[src/rtl/freq_meter.sv]
// freq_meter: measures period and on-time (in clk cycles) of a slow divided clock.
// Revision 1.0 - initial release
`timescale 1ns/1ps
`default_nettype none

module freq_meter #(
  parameter int POLARITE = 0,
  parameter int BUS_SIZE = 8,
  parameter int TIMEOUT  = 255
) (
  input  logic                Clk,
  input  logic                Rst,
  input  logic                Enable,
  input  logic                SigIn,
  output logic [BUS_SIZE-1:0] Period,
  output logic [BUS_SIZE-1:0] OnTime,
  output logic                Valid,
  output logic                Stuck
);

  localparam logic                c_POL     = (POLARITE != 0);
  localparam logic [BUS_SIZE-1:0] c_TIMEOUT = BUS_SIZE'(TIMEOUT);
  localparam logic [BUS_SIZE-1:0] c_ONE     = BUS_SIZE'(1);

  typedef enum logic [0:0] {
    ST_IDLE = 1'b0,
    ST_MEAS = 1'b1
  } state_t;

  state_t              r_state;
  logic                r_s1;
  logic                r_s2;
  logic                r_s3;
  logic [BUS_SIZE-1:0] r_per_cnt;
  logic [BUS_SIZE-1:0] r_on_cnt;
  logic [BUS_SIZE-1:0] r_period;
  logic [BUS_SIZE-1:0] r_on_time;
  logic                r_valid;
  logic                r_stuck;
  logic                w_edge;
  logic                w_on;

  // r_s1 is the metastability stage; only r_s2/r_s3 feed decisions.
  assign w_on   = (r_s2 == c_POL);
  assign w_edge = w_on && (r_s3 != c_POL);

  always_ff @(posedge Clk) begin
    if (Rst) begin
      r_s1      <= ~c_POL;
      r_s2      <= ~c_POL;
      r_s3      <= ~c_POL;
      r_state   <= ST_IDLE;
      r_per_cnt <= '0;
      r_on_cnt  <= '0;
      r_period  <= '0;
      r_on_time <= '0;
      r_valid   <= 1'b0;
      r_stuck   <= 1'b0;
    end else begin
      r_s1    <= SigIn;
      r_s2    <= r_s1;
      r_s3    <= r_s2;
      r_valid <= 1'b0;
      if (!Enable) begin
        r_state <= ST_IDLE;
      end else begin
        case (r_state)
          ST_IDLE: begin
            // First edge only opens a window; nothing to publish yet.
            if (w_edge) begin
              r_state   <= ST_MEAS;
              r_per_cnt <= c_ONE;
              r_on_cnt  <= c_ONE;
            end
          end
          ST_MEAS: begin
            if (w_edge) begin
              r_period  <= r_per_cnt;
              r_on_time <= r_on_cnt;
              r_valid   <= 1'b1;
              r_stuck   <= 1'b0;
              r_per_cnt <= c_ONE;
              r_on_cnt  <= c_ONE;
            end else if (r_per_cnt == c_TIMEOUT) begin
              r_stuck <= 1'b1;
              r_state <= ST_IDLE;
            end else begin
              r_per_cnt <= r_per_cnt + c_ONE;
              if (w_on) begin
                r_on_cnt <= r_on_cnt + c_ONE;
              end
            end
          end
          default: r_state <= ST_IDLE;
        endcase
      end
    end
  end

  assign Period = r_period;
  assign OnTime = r_on_time;
  assign Valid  = r_valid;
  assign Stuck  = r_stuck;

endmodule

`default_nettype wire

[config.mk]
export PLATFORM = sky130hd
export DESIGN_NAME = freq_meter
export DESIGN_NICKNAME = d
export VERILOG_FILES = /design/src/rtl/freq_meter.sv
export SDC_FILE = /design/constraint.sdc
export NUM_CORES = 1
export LEC_CHECK = 0
export ABC_AREA = 1
export ABC_CLOCK_PERIOD_IN_PS = 1400
export BUFFER_PORTS_ARGS = -buffer_cell sky130_fd_sc_hd__buf_2
export CORE_MARGIN = 1.5
export CORE_UTILIZATION = 25
export CTS_BUF_LIST = sky130_fd_sc_hd__clkbuf_8
export CTS_CLUSTER_DIAMETER = 200
export CTS_CLUSTER_SIZE = 25
export DETAILED_ROUTE_END_ITERATION = 8
export GPL_ROUTABILITY_DRIVEN = 1
export GPL_TIMING_DRIVEN = 0
export PLACE_DENSITY_LB_ADDON = 0.15
export SLEW_MARGIN = 20
export SYNTH_ARGS = -nofsm -noshare
export SYNTH_HDL_FRONTEND = slang
export SYNTH_SLANG_ARGS = --single-unit
[constraint.sdc]
create_clock -name Clk -period 1.4 [get_ports Clk]
set_clock_uncertainty 0.15 [all_clocks]
set_input_delay 0.07 -clock Clk [delete_from_list [all_inputs] [get_ports Clk]]
set_output_delay 0.07 -clock Clk [all_outputs]
set_load 0.005 [all_outputs]
; Yosys cells after proc, flatten, opt, wreduce, memory -nomap -nowiden
; Index checks and enable logic that the tools add are counted.
[word_totals]
regBits = 38
word_cells = 41
in_bits = 4
output_inout_bits = 18
[op_classes]
addsub = 2
n_eq_ne = 4
mux = 14
n_bitwise = 3
n_reduce_logical = 8
[ops]
columns = operator, n
row1 = $mux 8, 6
row2 = $pmux 8 s2, 2
row3 = $add 8x1->8 const B, 2
row4 = $reduce_and 3->1, 3
row5 = $eq 8x8->1 const B, 1
row6 = $mux 1, 5
row7 = $reduce_and 4->1, 1
row8 = $ne 3x2->1 const B, 1
row9 = $ne 3x3->1 const B, 1
row10 = $not 1->1, 3
row11 = $reduce_or 3->1, 1
row12 = $ne 2x2->1 const B, 1
row13 = $pmux 1 s2, 1
row14 = $reduce_bool 2->1, 1
row15 = $reduce_or 2->1, 1
row16 = $logic_and 1x1->1, 1

; Depth between registers and ports, before layout
; Gate-level depths: netlist (run 1).
[depth]
ltp_word = 5
ltp_mapped = 10
mapped_depth_nobuf = 10

; Worst setup path before layout (run 1)
; OpenSTA, ideal clock, no wires.
[synth_timing]
path_kind = reg2reg
start = register r_per_cnt[0]
end = register r_per_cnt[2]
required_time_ns = 1.133
path_stages_with_launch = 10
arrival_time_ns = 1.289
slack_ns = -0.156
setup_time_ns = 0.117
path_cell_list = dfxtp_1 ha_1 nand2_2 nor2_4 nand2_4 nand2_8 nand2_8 buf_6 a21oi_1 nor2_1
[synth_between]
elab_chain_cells = 4
word_cells_on_any_way = 7
cone_classes = add/sub (1) / eq/ne (2) / mux (3) / reduce/logical (1)
[synth_rtl]
columns = item, line
row1 = from (decl), 34  ; logic [BUS_SIZE-1:0] r_per_cnt;
row2 = from (signal assigned), 72  ; r_per_cnt <= c_ONE;
row3 = from (signal assigned), 82  ; r_per_cnt <= c_ONE;
row4 = from (signal assigned), 88  ; r_per_cnt <= r_per_cnt + c_ONE;
row5 = $add 8x1->8, 88
row6 = $mux 8, 84  ; end else if (r_per_cnt == c_TIMEOUT) begin
row7 = $mux 8, 77  ; if (w_edge) begin
row8 = $pmux 8 s2, 67  ; case (r_state)
; Parallel ways exist; a longest one is shown, timed or not. The select of a mux whose other input is x is not followed.
; A chain may end at the register's enable or synchronous reset.

; Worst setup path after layout (run 1)
[layout_timing]
start = register r_per_cnt[1]
end = register r_on_cnt[5]
[layout_between]
elab_chain_cells = 3
[layout_rtl]
columns = item, line
row1 = $eq 8x8->1, 84
row2 = $ne 3x3->1 (no source line), --
row3 = $reduce_and 4->1 (no source line), --
row4 = to (signal assigned), 73  ; r_on_cnt <= c_ONE;
row5 = to (signal assigned), 83  ; r_on_cnt <= c_ONE;
row6 = to (signal assigned), 90  ; r_on_cnt <= r_on_cnt + c_ONE;
row7 = to (decl), 35  ; logic [BUS_SIZE-1:0] r_on_cnt;
; No other way between the ends.

==> results of run 1 <==
==> registers in the layout (all words and copies together), names as in the netlist <==
name / cells
OnTime: 8
Period: 8
r_on_cnt: 8
r_per_cnt: 8
Stuck: 1
Valid: 1
r_s1: 1
r_s2: 1
r_s3: 1
r_state: 1
==> worst reg2reg max path: cells and delay by family (launching register included) <==
family | cells | cell delay [ns]
adder cells (fa/ha/maj) | 1 | 0.14
buffers and inverters | 1 | 0.15
flip-flops | 1 | 0.36
AND/OR/NAND/NOR | 9 | 0.63
==> layout by cell type (no fill, tap or decap), types with 2 or more instances in the layout <==
cell            n
a21oi_1         6
a21oi_2         5
buf_1           2
buf_2          22
buf_4           9
buf_8           2
clkbuf_8        5
clkinv_2        3
dfxtp_1        34
dfxtp_4         3
dlygate4sd3_1   3
inv_1          21
inv_2           3
nand2_1        51
nand2_2         5
nand2_4         4
nand2_8         3
nand3_1        28
nand4_1         2
nor2_1         28
nor2_4          3
nor3_1          2
o21ai_0        14
o21ai_2         2
or2_2           3
==> logic make-up after synthesis <==
logic type / Yosys count / share of synthesized area (%)
AOI/OAI and AO/OA: 33 / 10.6
adders and majority gates: 2 / 1.47
buffers and inverters: 32 / 7.84
DFF: 38 / 44.6
and+or+nand+nor: 130 / 35.5
==> final cells by class <==
type	count	area (sq um)	area share (%)
multi-input cells	166	928	40.3
plain buffers	7	61.3	2.66
clock buffers	5	68.8	2.98
repair buffers	34	243	10.5
inverters	25	95.1	4.12
flip-flops and latches	38	773	33.5
well taps	77	96.3	4.18
clock inverters	3	40.0	1.74
==> power by group <==
group | internal, mW | total (mW) | switching (mW)
Combinational | 0.0606 | 0.152 | 0.0914
Sequential | 1.09 | 1.10 | 0.0113
Clock | 0.525 | 0.929 | 0.404
Total | 1.67 | 2.18 | 0.507
==> metal layers <==
layer	vias up	global-route usage [%]
met4	0	4.40
met1	758	18.8
met5	-	0
met3	7	2.69
met2	31	20.3
li1	842	-
==> through the flow <==
stage	setup slack, ns	utilization [%]	TNS (ns)
floorplan	-0.0723	-	-0.423
global placement	-0.318	29.9	-5.72
detailed placement	-0.332	29.9	-5.80
CTS	-0.169	34.7	-2.07
global route	-0.225	35.7	-2.73
finish	-0.135	35.7	-1.48
==> Yosys cell counts (all sizes together) <==
library cell	n	area share (%)
o211a	1	0.59
o31ai	1	0.44
o211ai	1	0.44
a21boi	1	0.44
clkinv	1	0.22
ha	2	1.5
dfxtp	38	45
o21ai	17	5.0
nand4	2	0.73
nor2	31	7.4
nor3	2	0.59
clkbuf	1	0.22
nand2	62	17
buf	6	2.1
a21oi	12	3.7
or2	3	1.1
inv	24	5.3
nand3	30	8.8
==> how the worst min path moves through the flow <==
| stage | startpoint | end | slack, ns | depth (start not counted) |
|---|---|---|---|---|
| 6_report | Enable | r_state$_SDFF_PP0_ | 0.01 | 3 |
| 5_1_grt | Enable | r_state$_SDFF_PP0_ | 0.01 | 3 |
| 4_1_cts | Enable | r_state$_SDFF_PP0_ | 0.05 | 3 |
| 3_5_place_dp | SigIn | r_s1$_SDFF_PP1_ | 0.11 | 2 |
| 3_3_place_gp | SigIn | r_s1$_SDFF_PP1_ | 0.10 | 2 |
| 2_1_floorplan | Rst | r_per_cnt[1]$_SDFFE_PP0P_ | -0.02 | 1 |
==> repair_timing <==
action	in CTS	in global routing
gates resized for setup	20	20
hold buffers	3	0
pin swaps	4	4
buffers inserted	8	1
cloned	2	0
setup endpoints to repair	33	33
hold endpoints to repair	6	0
==> run metrics, run 1 <==
RSZ-0062 raised after global routing true; final worst path period share 110%; Critical Path End r_on_cnt[5]$_SDFFE_PP0P_; Worst setup EP type register; Pins Over Slew Limit 0; drt pass-1 iters 7; Yosys cell types 28; crit path buf inv count 1; Mapped Area 0.00171 sq mm; Worst setup SP type register; num rows 29; Slowest cell on crit path dfxtp_4; Hold WC Path Type input port to register; H-tree depth 2; area delta synth->final 35.1%; failing checks DRC, setup timing; number of global-route vias before repair 1583; clk sinks 38; r2r setup slk -0.13 ns; worst-skew pair later-pin latency 0.29 ns; cell family with the largest share of critical-path delay simple AND/OR/NAND/NOR gates; Leak Pwr 1.02 nW; largest net degree at the start of global routing 13; # fillers 704; Tightest Pin Transition 0.589 ns; detailed placement HPWL 3010 um; Design Power 2.18 mW; initial antenna violation count 0; Max-Cap Viols 0; relative slew slack 60.7%; Hold Vio Cnt, Final 0; routed len/inst 12.9 um; DR vias 1638; clock transition at the registers of the reported paths 0.08 ns; CP Max Fanout 6; DRC 2; post-route cell area 0.00231 sq mm; Synth Register Bits 38; fmax 652 MHz; cell count after synthesis 235; Final Wtd Congestion 0.799; Warnings, synthesis 0; 1st-iter DRT viols 132; CORE AREA 0.00646 sq mm; Reg2Reg Depth 11; WL met1 2310 um; clock buffer count from CTS 5; die height 85.6 um; R2R Path Start r_per_cnt[1]$_SDFFE_PP0P_; R2R Path End r_on_cnt[5]$_SDFFE_PP0P_; final setup margin -0.135 ns; wire length on met3 223 um; initial core utilization 26.4%; PortBufs 21; Die Span X 85.6 um; slowest stage delay, CP 0.36 ns; Placed Cells 333; CTS tree done; Area after DPL 0.00193 sq mm; antenna fix cells 0; Seq/Total Area, Yosys 44.6%; gr usage total 13.3%; critical path's most frequent cell nand2_8; non-filler cells in the finished layout 355; status finished, violations left; vias per cell 4.61; first-pass GRT wire length 7650 um; critical-path cell list ha_4 > nand2_4 > nor2_4 > nand2_4 > nand2_8 > nand2_8 > buf_12 > nand2_8 > nand2_1 > nand2_1 > nor2_1; die area 0.00733 sq mm; Antenna Nets Post-Route 0; Post-Syn Nets 241; Peak supply drop 0.326 mV; CP Class register to register; Worst Hold Slack 0.00972 ns; WL met2 2000 um; crit path DAT 1.58 ns; setup violators final 16; I/O pins 22; CP Launch Point r_per_cnt[1]$_SDFFE_PP0P_; Max Used Layer met4; grt total ovfl 0; min Tclk post-route 1.53 ns; Power per Cell Area 946 mW/mm^2; total routed wirelength 4600 um; share of cells above drive strength 1 29.1%; Mapped Avg Cell Area 7.26 sq um; CP Depth 11; Final #Nets 283; Required @ worst endpoint 1.44 ns; Max Root-Sink Buffers 2; Root Buffer clkbuf_8
(Power assumes the default switching activity.)
==> run 2: changes to the inputs <==
Settings changed: CORE_ASPECT_RATIO from default to 0.9, CORE_UTILIZATION 25 to 53.
==> run 2 against run 1 <==
  * Sequential share of layout area rose by 0.52 points
  * Worst hold slack improved by 0.031 ns
  * Combinational power barely moved
  * Critical path type unchanged
  * Highest routed layer unchanged
  * Power fell by 10%
  * Sequential power barely moved
  * Worst setup slack got worse by 0.012 ns
  * Clock power fell by 24%
  * Cell count fell by 9.0%
  * Critical path depth fell by 2
  * Fmax fell by 0.79%
  * The flow finishes with violations (setup timing)
  * Final area fell by 1.4%
  * Global-route usage rose by 13 points
==> run metrics, run 2 (synthesized netlist as in run 1, its figures left out) <==
status finished, violations left (unchanged); failing checks setup timing (was DRC, setup timing); Leak Pwr 1.03 nW (was 1.02 nW); DR vias 1674 (was 1638); DRC 0 (was 2); antenna fix cells 0 (unchanged); num rows 19 (was 29); Antenna Nets Post-Route 0 (unchanged); drt pass-1 iters 4 (was 7); Critical Path End r_per_cnt[6]$_SDFFE_PP0P_ (was r_on_cnt[5]$_SDFFE_PP0P_); area delta synth->final 33.3% (was 35.1%); I/O pins 22 (unchanged); final worst path period share 111% (was 110%); gr usage total 26.2% (was 13.3%); wire length on met3 272 um (was 223 um); Final #Nets 287 (was 283); Max Root-Sink Buffers 2 (unchanged); Switching Fraction 24.4% (was 23.2%); CTS tree done (unchanged); grt total ovfl 0 (unchanged); CORE AREA 0.00307 sq mm (was 0.00646 sq mm); RSZ-0062 raised after global routing true (unchanged); most common cell after layout, fill and taps aside nand2_1 (unchanged); Tightest Pin Transition 0.560 ns (was 0.589 ns); worst-skew pair later-pin latency 0.29 ns (about the same); slowest stage delay, CP 0.36 ns (about the same); die height 56.8 um (was 85.6 um); Logic pwr share 7.6% (was 7.0%); Worst Hold Slack 0.0408 ns (was 0.00972 ns); initial antenna violation count 0 (unchanged); fmax 646 MHz (was 652 MHz); PortBufs 21 (unchanged); P_int 1.48 mW (was 1.67 mW); Slowest cell on crit path dfxtp_4 (unchanged); Clk pwr share 36.1% (was 42.6%); WL met2 2180 um (was 2000 um); R2R Path Start r_per_cnt[0]$_SDFFE_PP0P_ (was r_per_cnt[1]$_SDFFE_PP0P_); Max-Cap Viols 0 (unchanged); clock buffer count from CTS 5 (unchanged); Area after DPL 0.00188 sq mm (was 0.00193 sq mm); Die Span X 62.8 um (was 85.6 um); Worst setup EP type register (unchanged); Hold WC Path Type input port to register (unchanged); CP Max Fanout 6 (unchanged); Max Used Layer met4 (unchanged); share of cells above drive strength 1 33.8% (was 29.1%); Root Buffer clkbuf_8 (unchanged); CP Launch Point r_per_cnt[0]$_SDFFE_PP0P_ (was r_per_cnt[1]$_SDFFE_PP0P_); WL met1 1970 um (was 2310 um); Hold Vio Cnt, Final 0 (unchanged); critical-path cell list ha_4 > nand2_4 > nor2_4 > nand2_4 > nand2_8 > nand2_8 > clkbuf_16 > a21oi_2 > nor2_1 (was ha_4 > nand2_4 > nor2_4 > nand2_4 > nand2_8 > nand2_8 > buf_12 > nand2_8 > nand2_1 > nand2_1 > nor2_1); cell family with the largest share of critical-path delay simple AND/OR/NAND/NOR gates (unchanged); H-tree depth 2 (unchanged); die area 0.00357 sq mm (was 0.00733 sq mm); crit path DAT 1.59 ns (was 1.58 ns); R2R Path End r_per_cnt[6]$_SDFFE_PP0P_ (was r_on_cnt[5]$_SDFFE_PP0P_); clock transition at the registers of the reported paths 0.07 ns (was 0.08 ns); total routed wirelength 4480 um (was 4600 um); vias per cell 5.18 (was 4.61); sequential share of power 56.3% (was 50.5%); detailed placement HPWL 2710 um (was 3010 um); Required @ worst endpoint 1.45 ns (was 1.44 ns); initial core utilization 55.7% (was 26.4%); first-pass GRT wire length 7110 um (was 7650 um); routed len/inst 13.9 um (was 12.9 um); CP Depth 9 (was 11); crit path buf inv count 1 (unchanged); Pins Over Slew Limit 0 (unchanged); Final Wtd Congestion 0.886 (was 0.799); Power per Cell Area 863 mW/mm^2 (was 946 mW/mm^2); Placed Cells 298 (was 333); post-route cell area 0.00227 sq mm (was 0.00231 sq mm); number of global-route vias before repair 1526 (was 1583); setup violators final 16 (unchanged); r2r setup slk -0.15 ns (was -0.13 ns); CP Class register to register (unchanged); relative slew slack 62.7% (was 60.7%); non-filler cells in the finished layout 323 (was 355); clk sinks 38 (unchanged); largest net degree at the start of global routing 12 (was 13); sw power 0.479 mW (was 0.507 mW); 1st-iter DRT viols 101 (was 132); Core Util, Final 74.2% (was 35.7%); most frequent cells in the layout nand2_1, dfxtp_1, nand3_1, nor2_1 (was nand2_1, dfxtp_1, nand3_1, nor2_1, buf_2); Reg2Reg Depth 9 (was 11); final setup margin -0.147 ns (was -0.135 ns); Peak supply drop 0.755 mV (was 0.326 mV); Worst setup SP type register (unchanged); min Tclk post-route 1.55 ns (was 1.53 ns)
run 2: changes by cell type in the layout (fill, tap and decap cells not counted), sizes merged:
cell | previous run | this run
buf | 38 | 40
bufinv | 1 | 0
nand2 | 63 | 64
clkbuf | 5 | 6
run 2: metal layers:
layer	global-route usage (%)	vias up
met5	0	-
met4	11.1	0
met3	8.02	5
met2	40.1	50
met1	34.4	770
li1	-	849
run 2: how the worst min path moves through the flow:
| stage | slack [ns] | from | cells past startpoint | end |
|---|---|---|---|---|
| finish | 0.04 | Enable | 3 | r_state$_SDFF_PP0_ |
| global route | 0.05 | Enable | 3 | r_state$_SDFF_PP0_ |
| CTS | 0.02 | Enable | 3 | r_state$_SDFF_PP0_ |
| detailed placement | 0.11 | SigIn | 2 | r_s1$_SDFF_PP1_ |
| global placement | 0.11 | SigIn | 2 | r_s1$_SDFF_PP1_ |
| floorplan | -0.02 | Rst | 1 | r_per_cnt[1]$_SDFFE_PP0P_ |
run 2: cell type report:
type	count	area, sq um
multi-input cells	167	965
fillers	229	792
flip-flops and latches	38	774
repair buffers	37	250
inverters	25	95.1
clock buffers	5	68.8
plain buffers	7	58.8
well taps	42	52.6
clock inverters	2	10.0
run 2: power by group through the flow:
stage	Combinational [mW]	Sequential [mW]	Clock [mW]
finish	0.149	1.10	0.709
global placement	0.101	1.13	0
CTS	0.125	1.10	0.731
floorplan	0.0746	1.13	0
global route	0.162	1.10	0.775
detailed placement	0.102	1.13	0
run 2: worst min-delay path, delay by kind of cell:
| family | cells | cell delay (ns) |
|---|---|---|
| AND/OR/NAND/NOR | 1 | 0.15 |
| AO/OA/AOI/OAI | 1 | 0.08 |
| buffers and inverters | 1 | 0.13 |
run 2: per-stage QoR:
stage               worst slack (ns)  total power [mW]  TNS, ns
floorplan                    -0.0723              1.20   -0.423
global placement              -0.198              1.23    -3.84
detailed placement            -0.197              1.23    -3.87
CTS                           -0.141              1.96    -1.34
global route                  -0.223              2.04    -2.86
finish                        -0.147              1.96    -1.49
run 2: timing repair:
| action | in CTS | in global routing |
|---|---|---|
| pin swaps | 5 | 9 |
| endpoints found under the setup margin | 26 | 34 |
| cloned | 2 | 1 |
| hold endpoints to repair | 6 | 0 |
| buffers inserted | 7 | 5 |
| hold buffers | 3 | 0 |
| resized for setup | 14 | 35 |
